**src/rtl/led_matrix_pkg.sv**
```systemverilog
// Shared types and helpers for the 8x8 RGB LED matrix scanner.
package led_matrix_pkg;

    localparam int MATRIX_ROWS = 8;
    localparam int MATRIX_COLS = 8;
    localparam int ROW_W       = $clog2(MATRIX_ROWS);

    typedef logic [ROW_W-1:0] row_idx_t;

    // One row of pixels; bit i of each colour plane is column i, 1 = lit.
    typedef struct packed {
        logic [MATRIX_COLS-1:0] r;
        logic [MATRIX_COLS-1:0] g;
        logic [MATRIX_COLS-1:0] b;
    } rgb_row_t;

    localparam rgb_row_t ROW_DARK = '0;

    // Column drivers sink current, so a lit pixel pulls its column low.
    function automatic rgb_row_t col_drive(input rgb_row_t px);
        rgb_row_t drv;
        drv.r = ~px.r;
        drv.g = ~px.g;
        drv.b = ~px.b;
        return drv;
    endfunction

endpackage

```
**src/rtl/led_frame_buffer.sv**
```systemverilog
// Double-buffered 8-row frame store: writes go to the back bank, reads come
// from the front bank, and a flip exchanges the two roles.
module led_frame_buffer
    import led_matrix_pkg::*;
(
    input  logic     clk_i,
    input  logic     rst_i,
    input  logic     wr_en_i,
    input  row_idx_t wr_row_i,
    input  rgb_row_t wr_data_i,
    input  logic     flip_i,
    input  row_idx_t rd_row_i,
    output rgb_row_t rd_data_o
);

    rgb_row_t bank_q [2][MATRIX_ROWS];
    logic     front_q;

    // Write lands in the bank that is back before this cycle's flip, so a
    // write in the swap cycle ends up in the newly displayed bank.
    always_ff @(posedge clk_i) begin
        if (!rst_i) begin
            front_q <= 1'b0;
            for (int b = 0; b < 2; b++) begin
                for (int r = 0; r < MATRIX_ROWS; r++) begin
                    bank_q[b][r] <= ROW_DARK;
                end
            end
        end else begin
            if (wr_en_i) begin
                bank_q[~front_q][wr_row_i] <= wr_data_i;
            end
            if (flip_i) begin
                front_q <= ~front_q;
            end
        end
    end

    assign rd_data_o = bank_q[front_q][rd_row_i];

endmodule

```
**src/rtl/led_matrix_scanner.sv**
```systemverilog
// Row-multiplexed refresh driver: walks the rows with a fixed dwell, blanks
// the start of each dwell, and swaps frame banks on request at frame edges.
module led_matrix_scanner
    import led_matrix_pkg::*;
#(
    parameter int CLK_FREQ     = 50_000_000,
    parameter int ROW_HZ       = 8_000,
    parameter int BLANK_CYCLES = 50
) (
    input  logic                   clk_i,
    input  logic                   rst_i,
    input  logic                   wr_en_i,
    input  logic [ROW_W-1:0]       wr_row_i,
    input  logic [MATRIX_COLS-1:0] wr_r_i,
    input  logic [MATRIX_COLS-1:0] wr_g_i,
    input  logic [MATRIX_COLS-1:0] wr_b_i,
    input  logic                   swap_req_i,
    output logic                   swap_ack_o,
    output logic                   frame_start_o,
    output logic [MATRIX_ROWS-1:0] led_row_o,
    output logic [MATRIX_COLS-1:0] led_col_r_o,
    output logic [MATRIX_COLS-1:0] led_col_g_o,
    output logic [MATRIX_COLS-1:0] led_col_b_o
);

    localparam int DWELL = CLK_FREQ / ROW_HZ;
    localparam int DW    = $clog2(DWELL);

    typedef logic [DW-1:0] dwell_t;

    localparam dwell_t   DWELL_LAST = dwell_t'(DWELL - 1);
    localparam dwell_t   BLANK_END  = dwell_t'(BLANK_CYCLES);
    localparam row_idx_t ROW_LAST   = row_idx_t'(MATRIX_ROWS - 1);
    localparam logic [MATRIX_ROWS-1:0] ROW0_SEL = {{(MATRIX_ROWS-1){1'b0}}, 1'b1};

    dwell_t                 dwell_q, dwell_d;
    row_idx_t               row_q, row_d;
    logic                   pend_q, pend_d;
    logic [MATRIX_ROWS-1:0] led_row_q, led_row_d;
    rgb_row_t               cols_q, cols_d;
    logic                   ack_q, ack_d;
    logic                   fs_q, fs_d;

    logic     row_end, boundary, flip, lit;
    rgb_row_t wr_px, front_px;

    assign wr_px = '{r: wr_r_i, g: wr_g_i, b: wr_b_i};

    led_frame_buffer u_fb (
        .clk_i    (clk_i),
        .rst_i    (rst_i),
        .wr_en_i  (wr_en_i),
        .wr_row_i (wr_row_i),
        .wr_data_i(wr_px),
        .flip_i   (flip),
        .rd_row_i (row_q),
        .rd_data_o(front_px)
    );

    // Counter advance, swap arbitration and next output values from the
    // current scan position.
    always_comb begin
        row_end  = (dwell_q == DWELL_LAST);
        boundary = row_end && (row_q == ROW_LAST);
        flip     = boundary && pend_q;
        lit      = (dwell_q >= BLANK_END);

        dwell_d  = row_end ? '0 : dwell_q + dwell_t'(1);
        row_d    = row_end ? row_q + row_idx_t'(1) : row_q;
        // A request in the boundary cycle itself waits for the next frame.
        pend_d   = flip ? swap_req_i : (pend_q | swap_req_i);

        led_row_d = lit ? (ROW0_SEL << row_q) : '0;
        cols_d    = lit ? col_drive(front_px) : col_drive(ROW_DARK);
        ack_d     = flip;
        fs_d      = boundary;
    end

    // Scan state and registered LED drive.
    always_ff @(posedge clk_i) begin
        if (!rst_i) begin
            dwell_q   <= '0;
            row_q     <= '0;
            pend_q    <= 1'b0;
            led_row_q <= '0;
            cols_q    <= col_drive(ROW_DARK);
            ack_q     <= 1'b0;
            fs_q      <= 1'b0;
        end else begin
            dwell_q   <= dwell_d;
            row_q     <= row_d;
            pend_q    <= pend_d;
            led_row_q <= led_row_d;
            cols_q    <= cols_d;
            ack_q     <= ack_d;
            fs_q      <= fs_d;
        end
    end

    assign led_row_o     = led_row_q;
    assign led_col_r_o   = cols_q.r;
    assign led_col_g_o   = cols_q.g;
    assign led_col_b_o   = cols_q.b;
    assign swap_ack_o    = ack_q;
    assign frame_start_o = fs_q;

endmodule
```
**config.mk**
```make
export PLATFORM = sky130hd
export DESIGN_NAME = led_matrix_scanner
export DESIGN_NICKNAME = d
export VERILOG_FILES = /design/src/rtl/led_matrix_pkg.sv /design/src/rtl/led_frame_buffer.sv /design/src/rtl/led_matrix_scanner.sv
export SDC_FILE = /design/constraint.sdc
export NUM_CORES = 1
export LEC_CHECK = 0
export CORE_MARGIN = 3
export CORE_UTILIZATION = 26
export CTS_BUF_LIST = sky130_fd_sc_hd__clkbuf_4
export DETAILED_ROUTE_END_ITERATION = 7
export GPL_TIMING_DRIVEN = 1
export HOLD_SLACK_MARGIN = 0.02
export PLACE_DENSITY = 0.41
export SLEW_MARGIN = 20
export SYNTH_ARGS = -nofsm -noshare
export SYNTH_HDL_FRONTEND = slang
export SYNTH_SLANG_ARGS = --single-unit
```
**constraint.sdc**
```tcl
create_clock -name clk_i -period 5.5 [get_ports clk_i]
set_input_delay 1.1 -clock clk_i [delete_from_list [all_inputs] [get_ports clk_i]]
set_output_delay 1.1 -clock clk_i [all_outputs]
set_load 0.01 [all_outputs]
```
* Word level (Yosys, flattened, before mapping)
Memories as Yosys holds them, arrays and structs flattened. A register that Yosys moved wholly into a read port is not among the register bits.
Index checks and enable logic that the tools add are counted.
** Storage, ports and cells
- Memories :: 1
- Output and inout bits :: 34
- Memory bits (writable) :: 384
- Word-level logic and storage cells :: 49
- Bits of input ports :: 31
- Flip-flop bits (word level) :: 52
** Memories
- u_fb.bank_q :: depth 2, bits a word 192, rd ports 1, clocked after Yosys merged registers in 1, wr ports 2, line led_frame_buffer.sv:16 : rgb_row_t bank_q [2][MATRIX_ROWS];
** Operators by class
- Muxes and demuxes :: 15
- Equality and inequality tests :: 2
- Magnitude comparators :: 4
- Shift-type cells :: 1
- Bitwise logic cells :: 8
- Add/sub/neg operators :: 2
- Reduce and logical (&&, ||, !) cells :: 6
** Operators by type and width (count)
- two-way mux 192 bit :: 3
- OR reduction 192 bit :: 1
- binary-select mux 24 bit (select 3 bit) :: 1
- demux 24 bit (select 3 bit) :: 1
- two-way mux 24 bit :: 3
- NOT 8 bit :: 3
- adder 13 x 1 -> 13 bit (second input constant) :: 1
- == test 13 bit (second input constant) :: 1
- >= comparator 13 x 6 -> 1 bit (second input constant) :: 1
- >= comparator 4 bit (second input constant) :: 2
- NOT 3 -> 4 bit :: 2
- << shifter 1 x 3 -> 8 bit (first input constant) :: 1
- two-way mux 1 bit :: 7
- less-than comparator 4 x 1 -> 1 bit (second input constant) :: 1
- adder 3 x 1 -> 3 bit (second input constant) :: 1
- == test 3 bit (second input constant) :: 1
- logical AND 1 bit :: 3
- NOT 1 bit :: 2
- AND reduction 2 bit :: 1
- OR reduction 2 bit :: 1
- bitwise OR 1 bit :: 1

* Logic depth before layout (Yosys ltp)
- Depth in word-level cells :: 8
- Depth in mapped cells :: 7
- Mapped depth without buffers :: 6

* By module
Synthesis repeated with hierarchy kept, for this count alone.
** Second synthesis, totals
- Cells, all modules :: 1074
- Area, all modules :: 18139.9 um2
** Modules (own cells, without submodules)
- led_frame_buffer :: cells each 899, seq. area each 11571.1 um2, instances 1, area an instance 16298.1 um2
- led_matrix_scanner :: cells each 175, seq. area each 1021.0 um2, instances 1, area an instance 1841.8 um2

* Least setup slack after synthesis
Ideal clock, no wire load.
- Path type :: input to register
- From :: in wr_en_i
- To :: mem u_fb.bank_q[0][24] (netlist bit) (enable)
- Data required time :: 5.062 ns
- Stages on the path :: 3
- Setup slack :: 1.685 ns
- Path buffers :: 1
- Library setup time :: 0.438 ns
- Arrival time :: 3.377 ns
- Cells stage by stage :: clkbuf_1 nand4_1 o21ai_0
** RTL lines
- from (decl) :: line led_matrix_scanner.sv:12 : input logic wr_en_i,
- to (decl) :: line led_frame_buffer.sv:16

==> impl_metrics.tcl <==
set metrics [dict create \
    run_status "complete, no violations" \
    final-instance-count-excl-fill 2340 \
    synthCells 1136 \
    clock.fmax_ghz 0.311 \
    layout.cell_area.non_filler_um2 22100 \
    vias 10600 \
    setup_ws_ns 2.28 \
    cp.arrival_ns 4.03 \
    grt_overflow 0 \
    fin_total_pwr_mw 7.34 \
    core_area_um2 68900 \
    final_max_slew_viol_count 0 \
    area_delta_synth_final_pct 21.6 \
    ctsHoldBuffers 0 \
    antenna_found_initial 6 \
    fillCellCount 6840 \
    critPathMaxStageDelay_ns 0.84 \
    finalHoldViolCount 0 \
    criticalPathCategory "input pin to register" \
    die_w_um 270 \
    nNetsFinal 1341 \
    netlist_area_um2 18200 \
    grt_pass1_vias 11600 \
    synth_ff_type "edfxtp_1" \
    avgRoutedWirePerCell_um 23.5 \
    vias_per_cell 4.52 \
    placed_cell_area_um2 20300 \
    cts-root-buf "clkbuf_4" \
    gp_congestion 0.722 \
    drc 0 \
    power_per_cell_area_nw_per_um2 332 \
    hold_slack_ns 0.491 \
    grt_max_degree 51 \
    synth_top_area_share_pct 63.4 \
    synth_nets 1175 \
    synth_area_leaders "edfxtp_1 63%, mux4_2 12%, and2_1 7.8%, dfxtp_1 5.8%, nand2_1 3.2%" \
    cts_buffer_depth 3 \
    setup.worst_path.start_class "input pin" \
    drt_pass1_iterations 5 \
    async_reset_ff_share_pct 0 \
    cts_resized 0 \
    clkSlewWorstSetupHoldPaths_ns 0.06 \
    fin_crit_sh_pct 58.5 \
    synth_most_common_cell "edfxtp_1" \
    fin_util_pct 32.0 \
    initial_core_util_pct 26.4 \
    slew_headroom_pct 27.2 \
    fin_crit_ns 3.22 \
    ys_ff_latch 437 \
    path_cells "clkdlybuf4s50_1 > buf_4 > nand4_1 > nor2_2 > buf_4 > and2_1" \
    tightest_slew_ns 1.09 \
    syn_area_per_cell_um2 16.0 \
    path_max_fanout 29 \
    end_kind "register" \
    final-setup-viol-count 0 \
    io_pins 65 \
    crit_required_ns 6.31 \
    synth_edf_count 384 \
    io_buffers 64 \
    clk_latency_ns 0.96 \
    rsz0062_at_grt "no" \
    synth_top_cell_by_area "edfxtp_1" \
    rows 96 \
    tritoncts "done" \
    synthTopCellsByCount "384 x edfxtp_1, 226 x and2_1, 153 x nand2_1" \
    dpl.hpwl_um 32400 \
    dieArea_um2 73100 \
    total_leakage_power_nw 7.93 \
    hp-class "register to register" \
    cts_buffers 130 \
    finalWirelength_um 55000 \
    finalClockSkew_ns 0.0501 \
    layout-drive-gt1-share_pct 28.4 \
    drtAntennaViolNets 0 \
    crit_family "simple AND/OR/NAND/NOR gates" \
    slowest_stage "nor2_2" \
    maxCapViolCount 0 \
    place_ws_ns 1.32 \
    drt_iter0_markers 740 \
    h-tree-depth 4 \
    place_inst 2100 \
    grt_usage_pct 15.4 \
    post-cts-setup-buffers 0 \
    grt_pass1_wl_um 80400 \
    vdd_drop_max_uv 177 \
    timing.critical_path.buf_inv 3 \
    synth_cell_types 40 \
    setup_tns_ns 0 \
    cts_num_sinks 437 \
    fp.dieH_um 270 \
    crit_top_cell "buf_4" \
    yosys_warnings 0 \
    ys_seq_area_share_pct 69.3 \
]
final timing paths:
path                         start  cells past startpoint  slack, ns                          endpoint
max                        wr_en_i                      6       2.28  u_fb.bank_q[0][22]$_SDFFCE_PN0P_
min          dwell_q[0]$_SDFF_PP0_                      1       0.49             dwell_q[0]$_SDFF_PP0_
max reg2reg               register                      5       2.72         led_col_g_o[7]$_SDFF_PN1_
min reg2reg  dwell_q[0]$_SDFF_PP0_                      1       0.49             dwell_q[0]$_SDFF_PP0_
report_power, final:
part	internal [mW]	switching (mW)	total, mW
Combinational	0.0949	0.203	0.298
Clock	1.78	1.48	3.26
Sequential	3.75	0.0387	3.79
final cells by class:
class                           count  area, um2  area share, %
Timing Repair Buffer              101       1080           4.90
Clock inverter                     43        297           1.34
Tap cell                          931       1160           5.27
Inverter                            6       23.8          0.108
Multi-Input combinational cell    626       5490           24.8
Clock buffer                      190       1430           6.46
Sequential cell                   437      12600           57.0
Antenna cell                        6       15.0         0.0680
placed cells by master, fill, tap and decap left out, types with 5 or more instances in the layout:
master / n
and2_1: 226
mux4_2: 96
nand3_1: 6
o21ai_4: 16
buf_16: 7
buf_4: 28
xnor2_1: 10
edfxtp_1: 384
and3_1: 24
clkinv_2: 5
clkinv_1: 24
clkdlybuf4s50_1: 63
nor2_1: 18
ha_1: 8
a22oi_2: 20
nor2_2: 8
inv_2: 5
clkbuf_4: 190
inv_1: 5
nand2_1: 153
dfxtp_1: 50
diode_2: 6
registers in the layout (all words and copies together), names as in the netlist, named ones only:
signal,flops
swap_ack_o,1
pend_q,1
led_col_r_o,8
led_row_o,8
row_q,3
led_col_g_o,8
dwell_q,13
led_col_b_o,8
frame_start_o,1
u_fb.front_q,1
u_fb.bank_q,384
cell families (layout without fill, tap and decap cells):
logic type / Yosys count / in the layout / synth area share, %
adder cells (fa/ha/maj): 8 / 8 / 0.551
XOR/XNOR: 12 / 12 / 0.578
other: 0 / 6 / 0
buffers and inverters: 73 / 340 / 1.76
flip-flops: 437 / 437 / 69.3
multiplexers: 100 / 100 / 12.1
AND/OR/NAND/NOR: 463 / 463 / 13.6
AO/OA/AOI/OAI: 43 / 43 / 2.13
per-layer routing:
metal | up-vias | GRT usage, % | share of wire (%)
li1 | 4651 | - | -
met1 | 5509 | 20.2 | 45
met2 | 311 | 24.6 | 48
met3 | 115 | 3.64 | 5.0
met4 | 0 | 6.25 | 2.7
met5 | - | 0 | 0
Note: power is estimated with default switching activity, not from simulation.
